### src/rtl/id_pipe_stage.sv
// id_pipe_stage: instruction decode stage with register file, write-back bypass,
// load-use hazard detection, early beq/bne resolution and flush on redirect.
// Optional build macro ID_STALL_CNT_EN enables a saturating load-use stall counter;
// without it stall_cnt is tied to zero.
module id_pipe_stage #(
  parameter  int XLEN  = 32,
  parameter  int NREGS = 32,
  localparam int RIDX  = $clog2(NREGS)
) (
  input  logic            clk,
  input  logic            rst,
  input  logic            in_valid,
  output logic            in_ready,
  input  logic [XLEN-1:0] in_pc,
  input  logic [31:0]     in_inst,
  input  logic            ex_valid,
  input  logic            ex_memread,
  input  logic [RIDX-1:0] ex_rd,
  input  logic            wb_we,
  input  logic [RIDX-1:0] wb_rd,
  input  logic [XLEN-1:0] wb_data,
  input  logic            redirect,
  output logic            out_valid,
  input  logic            out_ready,
  output logic [XLEN-1:0] out_pc,
  output logic [XLEN-1:0] out_rs1,
  output logic [XLEN-1:0] out_rs2,
  output logic [XLEN-1:0] out_imm,
  output logic [RIDX-1:0] out_rd,
  output logic            out_reg_write,
  output logic            out_mem_read,
  output logic            out_mem_write,
  output logic            br_taken,
  output logic [XLEN-1:0] br_target,
  output logic [15:0]     stall_cnt
);

  localparam logic [6:0] OP_LUI    = 7'b0110111;
  localparam logic [6:0] OP_AUIPC  = 7'b0010111;
  localparam logic [6:0] OP_JAL    = 7'b1101111;
  localparam logic [6:0] OP_JALR   = 7'b1100111;
  localparam logic [6:0] OP_BRANCH = 7'b1100011;
  localparam logic [6:0] OP_LOAD   = 7'b0000011;
  localparam logic [6:0] OP_STORE  = 7'b0100011;
  localparam logic [6:0] OP_IMM    = 7'b0010011;
  localparam logic [6:0] OP_REG    = 7'b0110011;

  logic [6:0]        opcode;
  logic [2:0]        funct3;
  logic [RIDX-1:0]   rd_idx, rs1_idx, rs2_idx;
  logic [XLEN-1:0]   regs [NREGS];
  logic [XLEN-1:0]   rs1_val, rs2_val, imm_x;
  logic signed [31:0] imm32;
  logic              dec_reg_write, dec_mem_read, dec_mem_write, dec_br_taken;
  logic              hazard, xfer;

  assign opcode  = in_inst[6:0];
  assign funct3  = in_inst[14:12];
  assign rd_idx  = in_inst[7 +: RIDX];
  assign rs1_idx = in_inst[15 +: RIDX];
  assign rs2_idx = in_inst[20 +: RIDX];

  assign hazard   = in_valid & ex_valid & ex_memread & (ex_rd != '0) &
                    ((ex_rd == rs1_idx) | (ex_rd == rs2_idx));
  assign in_ready = !hazard & (!out_valid | out_ready) & !redirect;
  assign xfer     = in_valid & in_ready;

  // Register file; x0 is never written so it stays zero after reset.
  always_ff @(posedge clk or negedge rst) begin
    if (!rst) begin
      for (int i = 0; i < NREGS; i++) regs[i] <= '0;
    end else if (wb_we && wb_rd != '0) begin
      regs[wb_rd] <= wb_data;
    end
  end

  // Operand read with same-cycle write-back forwarding.
  always_comb begin
    rs1_val = regs[rs1_idx];
    rs2_val = regs[rs2_idx];
    if (wb_we && wb_rd != '0 && wb_rd == rs1_idx) rs1_val = wb_data;
    if (wb_we && wb_rd != '0 && wb_rd == rs2_idx) rs2_val = wb_data;
    if (rs1_idx == '0) rs1_val = '0;
    if (rs2_idx == '0) rs2_val = '0;
  end

  // Immediate extraction per format and control decode from opcode.
  always_comb begin
    imm32         = '0;
    dec_reg_write = 1'b0;
    dec_mem_read  = 1'b0;
    dec_mem_write = 1'b0;
    case (opcode)
      OP_IMM, OP_JALR: begin
        imm32 = {{20{in_inst[31]}}, in_inst[31:20]};
        dec_reg_write = 1'b1;
      end
      OP_LOAD: begin
        imm32 = {{20{in_inst[31]}}, in_inst[31:20]};
        dec_reg_write = 1'b1;
        dec_mem_read  = 1'b1;
      end
      OP_STORE: begin
        imm32 = {{20{in_inst[31]}}, in_inst[31:25], in_inst[11:7]};
        dec_mem_write = 1'b1;
      end
      OP_BRANCH: begin
        imm32 = {{19{in_inst[31]}}, in_inst[31], in_inst[7], in_inst[30:25], in_inst[11:8], 1'b0};
      end
      OP_LUI, OP_AUIPC: begin
        imm32 = {in_inst[31:12], 12'b0};
        dec_reg_write = 1'b1;
      end
      OP_JAL: begin
        imm32 = {{11{in_inst[31]}}, in_inst[31], in_inst[19:12], in_inst[20], in_inst[30:21], 1'b0};
        dec_reg_write = 1'b1;
      end
      OP_REG: dec_reg_write = 1'b1;
      default: ;
    endcase
  end

  assign imm_x = XLEN'(imm32);

  // Only beq (funct3 000) and bne (funct3 001) are resolved here.
  assign dec_br_taken = (opcode == OP_BRANCH) &&
                        (((funct3 == 3'b000) && (rs1_val == rs2_val)) ||
                         ((funct3 == 3'b001) && (rs1_val != rs2_val)));

  // Output pipeline register: redirect flush, then load, bubble, drain or hold.
  always_ff @(posedge clk or negedge rst) begin
    if (!rst) begin
      out_valid     <= 1'b0;
      out_pc        <= '0;
      out_rs1       <= '0;
      out_rs2       <= '0;
      out_imm       <= '0;
      out_rd        <= '0;
      out_reg_write <= 1'b0;
      out_mem_read  <= 1'b0;
      out_mem_write <= 1'b0;
      br_taken      <= 1'b0;
      br_target     <= '0;
    end else if (redirect) begin
      out_valid     <= 1'b0;
      out_reg_write <= 1'b0;
      out_mem_read  <= 1'b0;
      out_mem_write <= 1'b0;
      br_taken      <= 1'b0;
    end else if (xfer) begin
      out_valid     <= 1'b1;
      out_pc        <= in_pc;
      out_rs1       <= rs1_val;
      out_rs2       <= rs2_val;
      out_imm       <= imm_x;
      out_rd        <= rd_idx;
      out_reg_write <= dec_reg_write;
      out_mem_read  <= dec_mem_read;
      out_mem_write <= dec_mem_write;
      br_taken      <= dec_br_taken;
      br_target     <= in_pc + imm_x;
    end else begin
      br_taken <= 1'b0;
      if (!out_valid || out_ready) begin
        out_valid <= 1'b0;
        if (hazard) begin
          out_reg_write <= 1'b0;
          out_mem_read  <= 1'b0;
          out_mem_write <= 1'b0;
        end
      end
    end
  end

`ifdef ID_STALL_CNT_EN
  logic [15:0] stall_q;

  // Saturating count of load-use hazard cycles.
  always_ff @(posedge clk or negedge rst) begin
    if (!rst) begin
      stall_q <= '0;
    end else if (hazard && stall_q != 16'hFFFF) begin
      stall_q <= stall_q + 16'd1;
    end
  end

  assign stall_cnt = stall_q;
`else
  assign stall_cnt = '0;
`endif

endmodule

### config.mk
export PLATFORM = sky130hd
export DESIGN_NAME = id_pipe_stage
export DESIGN_NICKNAME = d
export VERILOG_FILES = /design/src/rtl/id_pipe_stage.sv
export SDC_FILE = /design/constraint.sdc
export NUM_CORES = 2
export LEC_CHECK = 0
export CORE_MARGIN = 10
export CORE_UTILIZATION = 23
export DETAILED_ROUTE_END_ITERATION = 12
export HOLD_SLACK_MARGIN = 0.06
export SYNTH_ARGS = -nofsm -noshare
export SYNTH_HDL_FRONTEND = slang
export SYNTH_SLANG_ARGS = --single-unit
### constraint.sdc
create_clock -name clk -period 7.5 [get_ports clk]
set_input_delay 0.75 -clock clk [delete_from_list [all_inputs] [get_ports clk]]
set_output_delay 0.75 -clock clk [all_outputs]
set_load 0.05 [all_outputs]
==> results.json <==
{
  "htree_levels": 4,
  "fin_ws_ns": 1.95,
  "p_sw_share_pct": 30.2,
  "yosys_register_bits": 1194,
  "cts.sinks": 1194,
  "clockBufferDepth": 3,
  "final_area_sq_um": 74600,
  "dpl-instance-area_sq_um": 69900,
  "drv_slew": 0,
  "cellPowerDensity_nw_per_um2": 273,
  "cp_max_fo": 11,
  "fp.dieW_microns": 544,
  "power.internal_mw": 14.2,
  "cp.required_ns": 8.17,
  "dr.pass1.iters": 6,
  "dp_cells": 7985,
  "gp_congestion": 0.858,
  "antenna_left": 0,
  "area_delta_synth_final_pct": 18.2,
  "timing.final.crit_period_ns": 5.55,
  "p_seq_share_pct": 42.1,
  "relSlewSlack_pct": 7.71,
  "fillers": 27700,
  "syn_area_sq_um": 63200,
  "synth-edff-count": 0,
  "max-cap-violations": 0,
  "initial_utilization_pct": 23.1,
  "p_clk_share_pct": 34.6,
  "grt_pass1_wl_microns": 337000,
  "drc": 0,
  "holdPathEnd": "regs[995]",
  "dieArea_sq_um": 296000,
  "holdWs_ns": 0.396,
  "syn_inst": 4398,
  "numPortBuffers": 284,
  "switchingPower_mw": 6.14,
  "reg2reg_depth": 9,
  "cts_tree": "yes",
  "drive_gt1_share_pct": 44.0,
  "finalHoldViolCount": 0,
  "timing.rr.end": "br_taken",
  "netlist-cell-type-count": 79,
  "whs_path_depth": 0,
  "avgSynthCellArea_sq_um": 14.4,
  "use_met2_pct": 24.9,
  "chipHeight_microns": 544,
  "hold_path_class": "flop to flop",
  "grt_pass1_vias": 44400,
  "reg2reg_slack_ns": 3.42,
  "final_common_cell": "dfrtp_1",
  "hpwl_microns": 152000,
  "grt_remaining_overflow": 0,
  "finalPower_mw": 20.4,
  "met3_usage_pct": 3.96,
  "coreArea_sq_um": 273000,
  "multi_input_area_sq_um": 31200,
  "final_cell_mix": "dfrtp_1 (1194), mux2_2 (1087), mux4_2 (504)",
  "fp-row-count": 192,
  "worst_setup_path_end_kind": "flop",
  "timing.setup.tns_ns": 0,
  "p_comb_share_pct": 23.3,
  "grt_antenna_before_repair": 24,
  "worst_pin_slew_ns": 1.38,
  "yosys_warnings": 0,
  "fmax_ghz": 0.180,
  "clkLatencyLatePin_ns": 0.79,
  "grtUsageMet1_pct": 19.5,
  "clk_pin_slew_ns": 0.06,
  "setup_violations": 0,
  "min_period_over_period_pct": 74.0,
  "wire_per_inst_microns": 28.9,
  "io_pins": 301,
  "grt-busiest-layer": "met2",
  "drtIter0Drc": 4638,
  "area.sequential_sq_um": 29900,
  "grt_usage_pct": 15.5,
  "place_ws_ns": 1.35,
  "crit_type": "primary input to flop",
  "numCtsBuffers": 140,
  "rsz0062_at_grt": "false",
  "cts_root_buf": "clkbuf_16",
  "drt_wl_total_microns": 238000,
  "viasPerCell": 5.26,
  "outcome": "completed",
  "async_flop_share_pct": 100,
  "vias": 43300,
  "fin_worst_skew_ns": 0.0259,
  "nNetsFinal": 4685,
  "rr_startpoint": "regs[287]",
  "p_leak_nw": 31.1,
  "start_kind": "primary input",
  "yosys_most_used_dff": "dfrtp_1",
  "critPathArrivalTime_ns": 6.22,
  "instances_no_fill": 8245,
  "seq_area_frac_synth_pct": 47.3,
  "hp-start": "regs[995]",
  "grt_max_degree": 175,
  "post_cts_buffers": 0,
  "final_util_pct": 27.3,
  "ir_drop_mv": 0.180
}
-- what timing repair did --
| item | CTS | global route |
|---|---|---|
| hold endpoints to repair | 107 | 0 |
| hold buffers | 1 | 0 |
| gates resized for setup | 0 | 0 |
-- flip-flops by register name (all words and copies together), names as in the netlist --
name           flops
br_taken           1
br_target         32
out_imm           32
out_mem_read       1
out_mem_write      1
out_pc            32
out_rd             5
out_reg_write      1
out_rs1           32
out_rs2           32
out_valid          1
regs            1024
-- synthesized netlist by cell type, types with 27 or more instances --
cell | n | area [sq um]
dfrtp_1 | 1194 | 29900
mux2_2 | 1087 | 12200
mux4_2 | 504 | 11400
clkbuf_1 | 252 | 946
nand2_1 | 177 | 664
o22ai_1 | 115 | 719
o21ai_0 | 100 | 500
a22oi_1 | 78 | 586
buf_2 | 72 | 360
nor2_1 | 69 | 259
buf_1 | 57 | 214
buf_4 | 47 | 353
a21o_1 | 44 | 330
a21oi_1 | 44 | 220
xnor2_1 | 40 | 350
xor2_1 | 38 | 333
nand3_1 | 32 | 160
ha_1 | 31 | 388
mux2i_1 | 29 | 290
buf_6 | 27 | 304
-- per-layer routing --
layer	routed length [microns]	part of all wire [%]
met2	110000	46
met5	79	0.033
met3	21000	8.8
met1	93600	39
met4	12700	5.4
-- critical path: stages --
cell,delay (ns)
clkdlybuf4s50_1,0.71
xnor2_1,0.19
nand4_1,0.34
nor2_2,1.08
buf_4,0.39
a22oi_1,0.16
xnor2_1,0.59
nand3_1,0.15
nor4_1,0.86
nand4_1,0.39
o31a_1,0.39
o21a_1,0.19
-- power groups by stage --
| stage | combinational (mW) | sequential (mW) | clock [mW] |
|---|---|---|---|
| after global routing | 5.00 | 8.70 | 7.40 |
| after detailed placement | 4.75 | 8.65 | 0 |
| after floorplan | 2.77 | 8.85 | 0 |
| after CTS | 4.76 | 8.54 | 7.14 |
| after global placement | 4.67 | 8.53 | 0 |
| final | 4.75 | 8.57 | 7.04 |
-- kinds of logic (layout without fill, tap and decap cells) --
| family | Yosys count | after routing | synth area share (%) |
|---|---|---|---|
| XOR/XNOR | 78 | 78 | 1.08 |
| buffers and inverters | 472 | 712 | 3.68 |
| other | 1 | 19 | 0.00594 |
| adder cells (fa/ha/maj) | 32 | 32 | 0.646 |
| AO/OA/AOI/OAI | 526 | 526 | 5.65 |
| flip-flops | 1194 | 1194 | 47.3 |
| multiplexers | 1620 | 1620 | 37.8 |
| AND/OR/NAND/NOR | 475 | 475 | 3.80 |
-- worst max-delay path by stage --
stage,slack (ns),to,depth (start not counted),start
after global routing,1.95,br_taken,12,wb_rd[4]
after detailed placement,1.35,br_taken,12,wb_rd[0]
final,1.95,br_taken,12,wb_rd[3]
after global placement,1.47,br_taken,12,wb_rd[0]
after CTS,2.19,br_taken,12,wb_rd[0]
after floorplan,2.77,br_target[29],17,in_inst[1]
-- final cells by class --
class | count | share of cell area, %
clock inverters | 39 | 0.595
inverters | 10 | 0.0503
diodes | 3 | 0.0101
well taps | 3589 | 6.02
clock buffers | 217 | 5.72
repair buffers | 446 | 5.76
flip-flops and latches | 1194 | 40.0
multi-input cells | 2747 | 41.8
Note: power is estimated with default switching activity, not from simulation.
